===== config.mk =====
export PLATFORM = sky130hd
export DESIGN_NAME = csr_hpm_counter_bank
export DESIGN_NICKNAME = d
export VERILOG_FILES = /design/src/rtl/csr_hpm_counter_bank.sv
export SDC_FILE = /design/constraint.sdc
export NUM_CORES = 2
export LEC_CHECK = 0
export CORE_ASPECT_RATIO = 0.9
export CORE_MARGIN = 2
export CORE_UTILIZATION = 57
export CTS_CLUSTER_SIZE = 8
export DETAILED_ROUTE_END_ITERATION = 16
export PLACE_DENSITY = 0.78
export SETUP_SLACK_MARGIN = 0.5
export SYNTH_ARGS = -nofsm -noshare
export SYNTH_HDL_FRONTEND = slang
export SYNTH_SLANG_ARGS = --single-unit

===== constraint.sdc =====
create_clock -name clk -period 3.8 [get_ports clk]
set_clock_uncertainty 0.2 [all_clocks]
set_input_delay 0.76 -clock clk [delete_from_list [all_inputs] [get_ports clk]]
set_output_delay 0.76 -clock clk [all_outputs]
set_load 0.01 [all_outputs]

===== src/rtl/csr_hpm_counter_bank.sv =====
// Machine-mode counter bank: mcycle, minstret, NUM_HPM event counters, inhibit, event selects, overflow/LCOF.
// Latency: CSR reads are combinational on registered state; commit/event inputs are registered once, then counted.
// Backpressure: none; every CSR access and every increment completes in the cycle it is presented.
module csr_hpm_counter_bank #(
    parameter int NUM_HPM         = 4,
    parameter int NUM_EVENTS      = 8,
    parameter int EVENT_INC_WIDTH = 3,
    parameter int COMMIT_WIDTH    = 3,
    parameter int COUNTER_WIDTH   = 64,
    parameter int DATA_WIDTH      = 32
) (
    input  logic                                  clk,
    input  logic                                  rst,
    input  logic [11:0]                           csrNumber,
    input  logic                                  csrWE,
    input  logic [1:0]                            csrCode,
    input  logic [DATA_WIDTH-1:0]                 csrWriteIn,
    output logic [DATA_WIDTH-1:0]                 csrReadOut,
    output logic                                  csrHit,
    input  logic [COMMIT_WIDTH-1:0]               commitNum,
    input  logic [NUM_EVENTS*EVENT_INC_WIDTH-1:0] eventInc,
    output logic                                  lcofReq
);
    localparam int SELW = $clog2(NUM_EVENTS + 1);
    localparam int HIW  = COUNTER_WIDTH - 32;
    localparam int INHW = 3 + NUM_HPM;
    localparam int EVW  = NUM_EVENTS * EVENT_INC_WIDTH;
    localparam int CW1  = COUNTER_WIDTH + 1;
    // mcountinhibit bit 1 has no counter behind it
    localparam logic [INHW-1:0] INH_MASK = ~INHW'(2);

    logic [COUNTER_WIDTH-1:0] mcycle_q;
    logic [COUNTER_WIDTH-1:0] minstret_q;
    logic [COUNTER_WIDTH-1:0] hpm_q [NUM_HPM];
    logic [SELW-1:0]          sel_q [NUM_HPM];
    logic [NUM_HPM-1:0]       of_q;
    logic [INHW-1:0]          inh_q;
    logic [COMMIT_WIDTH-1:0]  commit_q;
    logic [EVW-1:0]           event_q;
    logic                     lcof_q;

    logic                     hit_inh;
    logic                     hit_cyc_lo;
    logic                     hit_cyc_hi;
    logic                     hit_ins_lo;
    logic                     hit_ins_hi;
    logic [NUM_HPM-1:0]       hit_evt;
    logic [NUM_HPM-1:0]       hit_hpm_lo;
    logic [NUM_HPM-1:0]       hit_hpm_hi;

    logic [DATA_WIDTH-1:0]    rd_val;
    logic [DATA_WIDTH-1:0]    wv;
    logic                     wr;

    logic [COUNTER_WIDTH-1:0]   mcycle_d;
    logic [COUNTER_WIDTH-1:0]   minstret_d;
    logic [COUNTER_WIDTH-1:0]   hpm_d   [NUM_HPM];
    logic [SELW-1:0]            sel_d   [NUM_HPM];
    logic [EVENT_INC_WIDTH-1:0] hpm_inc [NUM_HPM];
    logic [COUNTER_WIDTH:0]     hpm_sum [NUM_HPM];
    logic [NUM_HPM-1:0]         of_set;
    logic [NUM_HPM-1:0]         of_d;
    logic [INHW-1:0]            inh_d;

    function automatic logic [DATA_WIDTH-1:0] lo_half(input logic [COUNTER_WIDTH-1:0] c);
        return DATA_WIDTH'(c[31:0]);
    endfunction

    function automatic logic [DATA_WIDTH-1:0] hi_half(input logic [COUNTER_WIDTH-1:0] c);
        return DATA_WIDTH'(c[COUNTER_WIDTH-1:32]);
    endfunction

    // Replace one half of a counter, leaving the other half untouched.
    function automatic logic [COUNTER_WIDTH-1:0] put_half(input logic [COUNTER_WIDTH-1:0] c,
                                                          input logic                     hi,
                                                          input logic [DATA_WIDTH-1:0]    v);
        logic [COUNTER_WIDTH-1:0] r;
        r = c;
        if (hi)
            r[COUNTER_WIDTH-1:32] = v[HIW-1:0];
        else
            r[31:0] = v[31:0];
        return r;
    endfunction

    always_comb begin
        hit_inh    = (csrNumber == 12'h320);
        hit_cyc_lo = (csrNumber == 12'hB00);
        hit_cyc_hi = (csrNumber == 12'hB80);
        hit_ins_lo = (csrNumber == 12'hB02);
        hit_ins_hi = (csrNumber == 12'hB82);
        for (int i = 0; i < NUM_HPM; i++) begin
            hit_evt[i]    = (csrNumber == 12'h323 + 12'(i));
            hit_hpm_lo[i] = (csrNumber == 12'hB03 + 12'(i));
            hit_hpm_hi[i] = (csrNumber == 12'hB83 + 12'(i));
        end
    end

    assign csrHit = hit_inh | hit_cyc_lo | hit_cyc_hi | hit_ins_lo | hit_ins_hi |
                    (|hit_evt) | (|hit_hpm_lo) | (|hit_hpm_hi);

    always_comb begin
        rd_val = '0;
        if (hit_inh)    rd_val = DATA_WIDTH'(inh_q);
        if (hit_cyc_lo) rd_val = lo_half(mcycle_q);
        if (hit_cyc_hi) rd_val = hi_half(mcycle_q);
        if (hit_ins_lo) rd_val = lo_half(minstret_q);
        if (hit_ins_hi) rd_val = hi_half(minstret_q);
        for (int i = 0; i < NUM_HPM; i++) begin
            if (hit_evt[i]) begin
                rd_val[31]       = of_q[i];
                rd_val[SELW-1:0] = sel_q[i];
            end
            if (hit_hpm_lo[i]) rd_val = lo_half(hpm_q[i]);
            if (hit_hpm_hi[i]) rd_val = hi_half(hpm_q[i]);
        end
    end

    assign csrReadOut = rd_val;

    always_comb begin
        case (csrCode)
            2'd1:    wv = rd_val | csrWriteIn;
            2'd2:    wv = rd_val & ~csrWriteIn;
            default: wv = csrWriteIn;
        endcase
    end

    assign wr = csrWE & csrHit;

    // Out-of-range selects (0 or above NUM_EVENTS) match no slice and count nothing.
    always_comb begin
        for (int i = 0; i < NUM_HPM; i++) begin
            hpm_inc[i] = '0;
            for (int k = 0; k < NUM_EVENTS; k++) begin
                if (sel_q[i] == SELW'(k + 1))
                    hpm_inc[i] = event_q[k*EVENT_INC_WIDTH +: EVENT_INC_WIDTH];
            end
            hpm_sum[i] = {1'b0, hpm_q[i]} + CW1'(hpm_inc[i]);
        end
    end

    // A write to either half of a counter drops that counter's increment, carry and overflow.
    always_comb begin
        mcycle_d = mcycle_q;
        if (wr && (hit_cyc_lo || hit_cyc_hi))
            mcycle_d = put_half(mcycle_q, hit_cyc_hi, wv);
        else if (!inh_q[0])
            mcycle_d = mcycle_q + COUNTER_WIDTH'(1);

        minstret_d = minstret_q;
        if (wr && (hit_ins_lo || hit_ins_hi))
            minstret_d = put_half(minstret_q, hit_ins_hi, wv);
        else if (!inh_q[2])
            minstret_d = minstret_q + COUNTER_WIDTH'(commit_q);

        for (int i = 0; i < NUM_HPM; i++) begin
            hpm_d[i]  = hpm_q[i];
            of_set[i] = 1'b0;
            if (wr && (hit_hpm_lo[i] || hit_hpm_hi[i])) begin
                hpm_d[i] = put_half(hpm_q[i], hit_hpm_hi[i], wv);
            end else if (!inh_q[3+i]) begin
                hpm_d[i]  = hpm_sum[i][COUNTER_WIDTH-1:0];
                of_set[i] = hpm_sum[i][COUNTER_WIDTH];
            end

            // A hardware overflow in the same cycle beats a software clear of OF.
            sel_d[i] = sel_q[i];
            of_d[i]  = of_q[i] | of_set[i];
            if (wr && hit_evt[i]) begin
                sel_d[i] = wv[SELW-1:0];
                of_d[i]  = wv[31] | of_set[i];
            end
        end

        inh_d = inh_q;
        if (wr && hit_inh)
            inh_d = wv[INHW-1:0] & INH_MASK;
    end

    always_ff @(posedge clk) begin
        if (rst) begin
            mcycle_q   <= '0;
            minstret_q <= '0;
            of_q       <= '0;
            inh_q      <= '0;
            commit_q   <= '0;
            event_q    <= '0;
            lcof_q     <= 1'b0;
            for (int i = 0; i < NUM_HPM; i++) begin
                hpm_q[i] <= '0;
                sel_q[i] <= '0;
            end
        end else begin
            mcycle_q   <= mcycle_d;
            minstret_q <= minstret_d;
            of_q       <= of_d;
            inh_q      <= inh_d;
            commit_q   <= commitNum;
            event_q    <= eventInc;
            lcof_q     <= |of_d;
            for (int i = 0; i < NUM_HPM; i++) begin
                hpm_q[i] <= hpm_d[i];
                sel_q[i] <= sel_d[i];
            end
        end
    end

    assign lcofReq = lcof_q;

endmodule


==> impl_metrics.env, run 1 <==
export IMPL_haltStage="global routing"
export IMPL_async_reset_ff_frac=0
export IMPL_worst_path_end_type="register input"
export IMPL_grt_max_degree=151
export IMPL_synthCells=4711
export IMPL_firstError="[ERROR GRT-0232] Routing congestion too high. Check the congestion heatmap in the GUI."
export IMPL_ys_flop_type="dfxtp_1"
export IMPL_yosysUniqueCellTypes=104
export IMPL_dp_hpwl_um=149500
export IMPL_htreeDepth=2
export IMPL_ys_seq_area_frac=0.2668
export IMPL_synth_edf_count=0
export IMPL_postSynthAreaPerCell_um2=6.977
export IMPL_initial_core_util=0.5765
export IMPL_numCtsBuffers=61
export IMPL_postGrtWorstEndpoint="hpm_q[2][52]$_SDFFE_PP0P_/D"
export IMPL_holdBufCountCts=0
export IMPL_clk_path_buf_depth=3
export IMPL_yosysWarnings=0
export IMPL_die_w_um=257.1
export IMPL_gr_total_overflow=315
export IMPL_postSynthNetCount=4810
export IMPL_numPortBuffers=109
export IMPL_gp_congestion=1.288
export IMPL_syn_cell_area_um2=32870
export IMPL_place_ws_ns=-1.215
export IMPL_cts_sinks=438
export IMPL_outcome="did not finish"
export IMPL_synth_seq_cells=438
export IMPL_io_pins=110
export IMPL_rows=83
export IMPL_cts_root_buffer="clkbuf_16"
export IMPL_die_y_um=231.8
export IMPL_grt_usage=0.8636
==> cell families after synthesis <==
logic type / count (synthesis) / share of synthesized area
simple gates: 1968 / 0.3051
compound gates: 1678 / 0.3214
mux: 105 / 0.03380
flops: 438 / 0.2668
xor+xnor: 15 / 0.003997
fa+ha+maj: 23 / 0.009897
buf+inv: 484 / 0.05912
==> per-layer routing <==
layer	track usage	overflow
met5	0.5310	1
met2	0.9810	158
met1	0.8614	12
met4	0.8712	135
met3	0.7546	9
==> metrics by stage <==
step | instances | area, um2 | util | hold slack (ns) | TNS, ns
floorplan | 4711 | 33950 | - | 0.2550 | -0.003571
CTS | 6434 | 48100 | 0.8437 | 0.3093 | -4.890
global placement | 6183 | 42690 | 0.7488 | 0.2864 | -209.62
detailed placement | 6183 | 42690 | 0.7488 | 0.3014 | -226.59
==> what timing repair did <==
| item | CTS |
|---|---|
| gates resized for setup | 708 |
| buffers inserted | 177 |
| endpoints found under the setup margin | 444 |
| pin swaps | 243 |
| cloned | 5 |
==> cell usage after synthesis, types with 60 or more instances <==
cell,n,area (um2)
o21ai_1,75,375.4
o22ai_1,60,375.4
buf_2,81,405.4
dfxtp_1,438,8768
and3_1,92,575.6
clkbuf_1,297,1115
nand3_1,230,1151
a22oi_1,63,473.0
mux2i_1,66,660.6
nand4_1,103,644.4
nor2_1,425,1595
nand2_1,454,1704
o21ai_0,372,1862
inv_1,67,251.5
nor4_1,120,750.7
nor3_1,192,960.9
a21oi_1,466,2332
a31oi_1,134,838.3
==> inputs of run 2 (changes only) <==
Settings changed: CORE_ASPECT_RATIO 0.9 to not set, CORE_UTILIZATION 57 to 40, CTS_CLUSTER_SIZE 8 to not set, PLACE_DENSITY 0.78 to not set, PLACE_DENSITY_LB_ADDON set to 0.15, SETUP_SLACK_MARGIN 0.5 to not set.
Clock period 3.8 ns to 4.95 ns, I/O delays scaled along.
==> impl_metrics.env, run 2 <==
export IMPL_outcome="finished with violations"
export IMPL_violations="setup timing"
export IMPL_max_freq_ghz=0.2004
export IMPL_ir_worst_vdd_uv=270.4
export IMPL_core_um2=81720
export IMPL_htreeDepth=2
export IMPL_finalNonFillerCells=6395
export IMPL_maxCapViolations=0
export IMPL_grt_max_degree=166
export IMPL_largest_reg_flops=256
export IMPL_placedInstanceArea_um2=40580
export IMPL_cts_sinks=438
export IMPL_cts_tree="done"
export IMPL_initial_core_util=0.4022
export IMPL_dp_hpwl_um=171400
export IMPL_die_y_um=290.7
export IMPL_top_regs="hpm_q (256), mcycle_q (64), minstret_q (64)"
export IMPL_yosys_top_cells_count="a21oi_1 (466), nand2_1 (454), dfxtp_1 (438)"
export IMPL_worstPathRequired_ns=3.76
export IMPL_maxSlewViolCount=0
export IMPL_gr_total_overflow=0
export IMPL_num_vias=44440
export IMPL_hold_violations=0
export IMPL_period_share=1.008
export IMPL_async_reset_ff_frac=0
export IMPL_cp_end_kind="primary output"
export IMPL_synth_most_common_cell="a21oi_1"
export IMPL_nets=5352
export IMPL_numPortBuffers=109
export IMPL_rsz0062_at_grt="yes"
export IMPL_worst_slack_ns=-0.04019
export IMPL_firstDrtPassIters=7
export IMPL_yosysWarnings=0
export IMPL_syn_cell_area_um2=32870
export IMPL_crit_path_start_kind="input pin"
export IMPL_cts_root_buffer="clkbuf_16"
export IMPL_die_w_um=290.7
export IMPL_cp_cell_sequence="dlygate4sd2_1 -> or3_4 -> buf_4 -> buf_4 -> o31ai_1 -> a32oi_1 -> a21oi_2 -> nand2_2 -> o21ai_0 -> nand2b_1 -> clkdlybuf4s50_1"
export IMPL_p_leak_nw=15.47
export IMPL_io_pins=110
export IMPL_finalCriticalPeriod_ns=4.990
export IMPL_wl_per_cell_um=34.24
export IMPL_synth_seq_cells=438
export IMPL_design_area_um2=43140
export IMPL_hold_class="reg -> reg"
export IMPL_postSynthNetCount=4810
export IMPL_grt_usage=0.4956
export IMPL_synthCells=4711
export IMPL_grt_pass1_vias=39380
export IMPL_ys_seq_area_frac=0.2668
export IMPL_wirelength_um=219000
export IMPL_worst_slew_pin_slew_ns=1.276
export IMPL_cp_slowest_cell="clkdlybuf4s50_1"
export IMPL_clk_pin_slew_worst_paths_ns=0.06
export IMPL_drive_gt1_frac=0.2060
export IMPL_mostFrequentLayoutCells="buf_4 (700), a21oi_1 (456), nand2_1 (453)"
export IMPL_layout_commonest_cell="buf_4"
export IMPL_areaGrowthSynthToFinish_pct=31.26
export IMPL_clk_path_buf_depth=3
export IMPL_first_iter_violations=6832
export IMPL_synth_top_cell_area_share=0.2668
export IMPL_critical_path_arrival_ns=3.80
export IMPL_rows=105
export IMPL_dpl_cell_count=6238
export IMPL_numCtsBuffers=55
export IMPL_relSlewSlack=0.1490
export IMPL_yosysUniqueCellTypes=104
export IMPL_postSynthAreaPerCell_um2=6.977
export IMPL_grt_pass1_wl_um=301700
export IMPL_clk_latency_ns=0.68
export IMPL_ys_flop_type="dfxtp_1"
export IMPL_p_per_area_nw_per_um2=209.9
export IMPL_cp_max_fo=5
export IMPL_die_area_um2=84480
export IMPL_cpPeakStageDelay_ns=0.51
export IMPL_synth_area_leaders="dfxtp_1 (27%), a21oi_1 (7.1%), o21ai_0 (5.7%), nand2_1 (5.2%), nor2_1 (4.9%)"
export IMPL_crit_top_cell="buf_4"
export IMPL_critical_path_class="in -> out"
export IMPL_yosys_area_top_type="dfxtp_1"
export IMPL_antenna_found_initial=37
export IMPL_regMostFlops="hpm_q"
export IMPL_viasPerCell=6.948
export IMPL_synth_edf_count=0
export IMPL_drtAntennaViolNets=0
export IMPL_setup_viol=2
export IMPL_drc=0
export IMPL_gp_congestion=1.114
## run 2: area by class of cell
type	count	area [um2]
Fill cell	8081	38570
Multi-Input combinational cell	3789	22790
Sequential cell	438	8770
Timing Repair Buffer	900	8083
Clock buffer	80	1572
Tap cell	1070	1339
Inverter	69	260.3
Clock inverter	19	250.2
Antenna cell	30	75.07
## run 2: final timing paths
check | start | end | slack, ns | cells past startpoint
min | hpm_q[2][40]$_SDFFE_PP0P_ | hpm_q[2][40]$_SDFFE_PP0P_ | 0.31 | 2
max | csrNumber[4] | csrReadOut[3] | -0.04 | 11
max reg2reg | sel_q[3][0]$_SDFFE_PP0P_ | lcofReq$_SDFF_PP0_ | 0.23 | 13
min reg2reg | hpm_q[2][40]$_SDFFE_PP0P_ | hpm_q[2][40]$_SDFFE_PP0P_ | 0.31 | 2
## run 2: where the power goes
group	switching [mW]	internal, mW
logic	0.850	0.405
registers	0.0326	3.54
clock network	1.81	2.41
total	2.69	6.36
## run 2: metrics by stage
step	power, mW	util	TNS (ns)	setup slack [ns]	hold WS [ns]
floorplan	3.986	-	0	0.8123	0.2550
global placement	4.810	0.4966	-17.63	-0.7677	0.2876
detailed placement	4.805	0.4966	-17.96	-0.7383	0.2981
CTS	8.972	0.5255	-0.03279	-0.01791	0.3064
global route	9.147	0.5272	-0.05009	-0.04647	0.3413
finish	9.056	0.5280	-0.04687	-0.04019	0.3099
## run 2: cells by family (layout without fill, tap and decap cells)
kind of cell / after synthesis / after routing / share of synthesized area
simple gates: 1968 / 1968 / 0.3051
xor+xnor: 15 / 15 / 0.003997
mux: 105 / 105 / 0.03380
compound gates: 1678 / 1678 / 0.3214
other cells: 0 / 30 / 0
fa+ha+maj: 23 / 23 / 0.009897
flops: 438 / 438 / 0.2668
buf+inv: 484 / 1068 / 0.05912
## run 2: metal layers
metal / routed length [um] / vias up / track usage
met3: 30460 / 807 / 0.1726
met1: 83690 / 21160 / 0.6327
met4: 18980 / 20 / 0.3666
met5: 186 / - / 0
li1: - / 19030 / -
met2: 85640 / 3416 / 0.6837
## run 2: worst max-delay path, delay by kind of cell
family / cells / cell delay (ns)
buffers and inverters: 4 / 1.13
AO/OA/AOI/OAI: 4 / 0.94
AND/OR/NAND/NOR: 3 / 0.73
## run 2: what timing repair did
| action | 4_1_cts | 5_1_grt |
|---|---|---|
| cloned | 1 | 0 |
| pin swaps | 21 | 5 |
| setup endpoints to repair | 32 | 20 |
| buffers inserted | 25 | 3 |
| hold buffers | 0 | 0 |
| resized for setup | 101 | 29 |
Note: power is estimated with default switching activity, not from simulation.
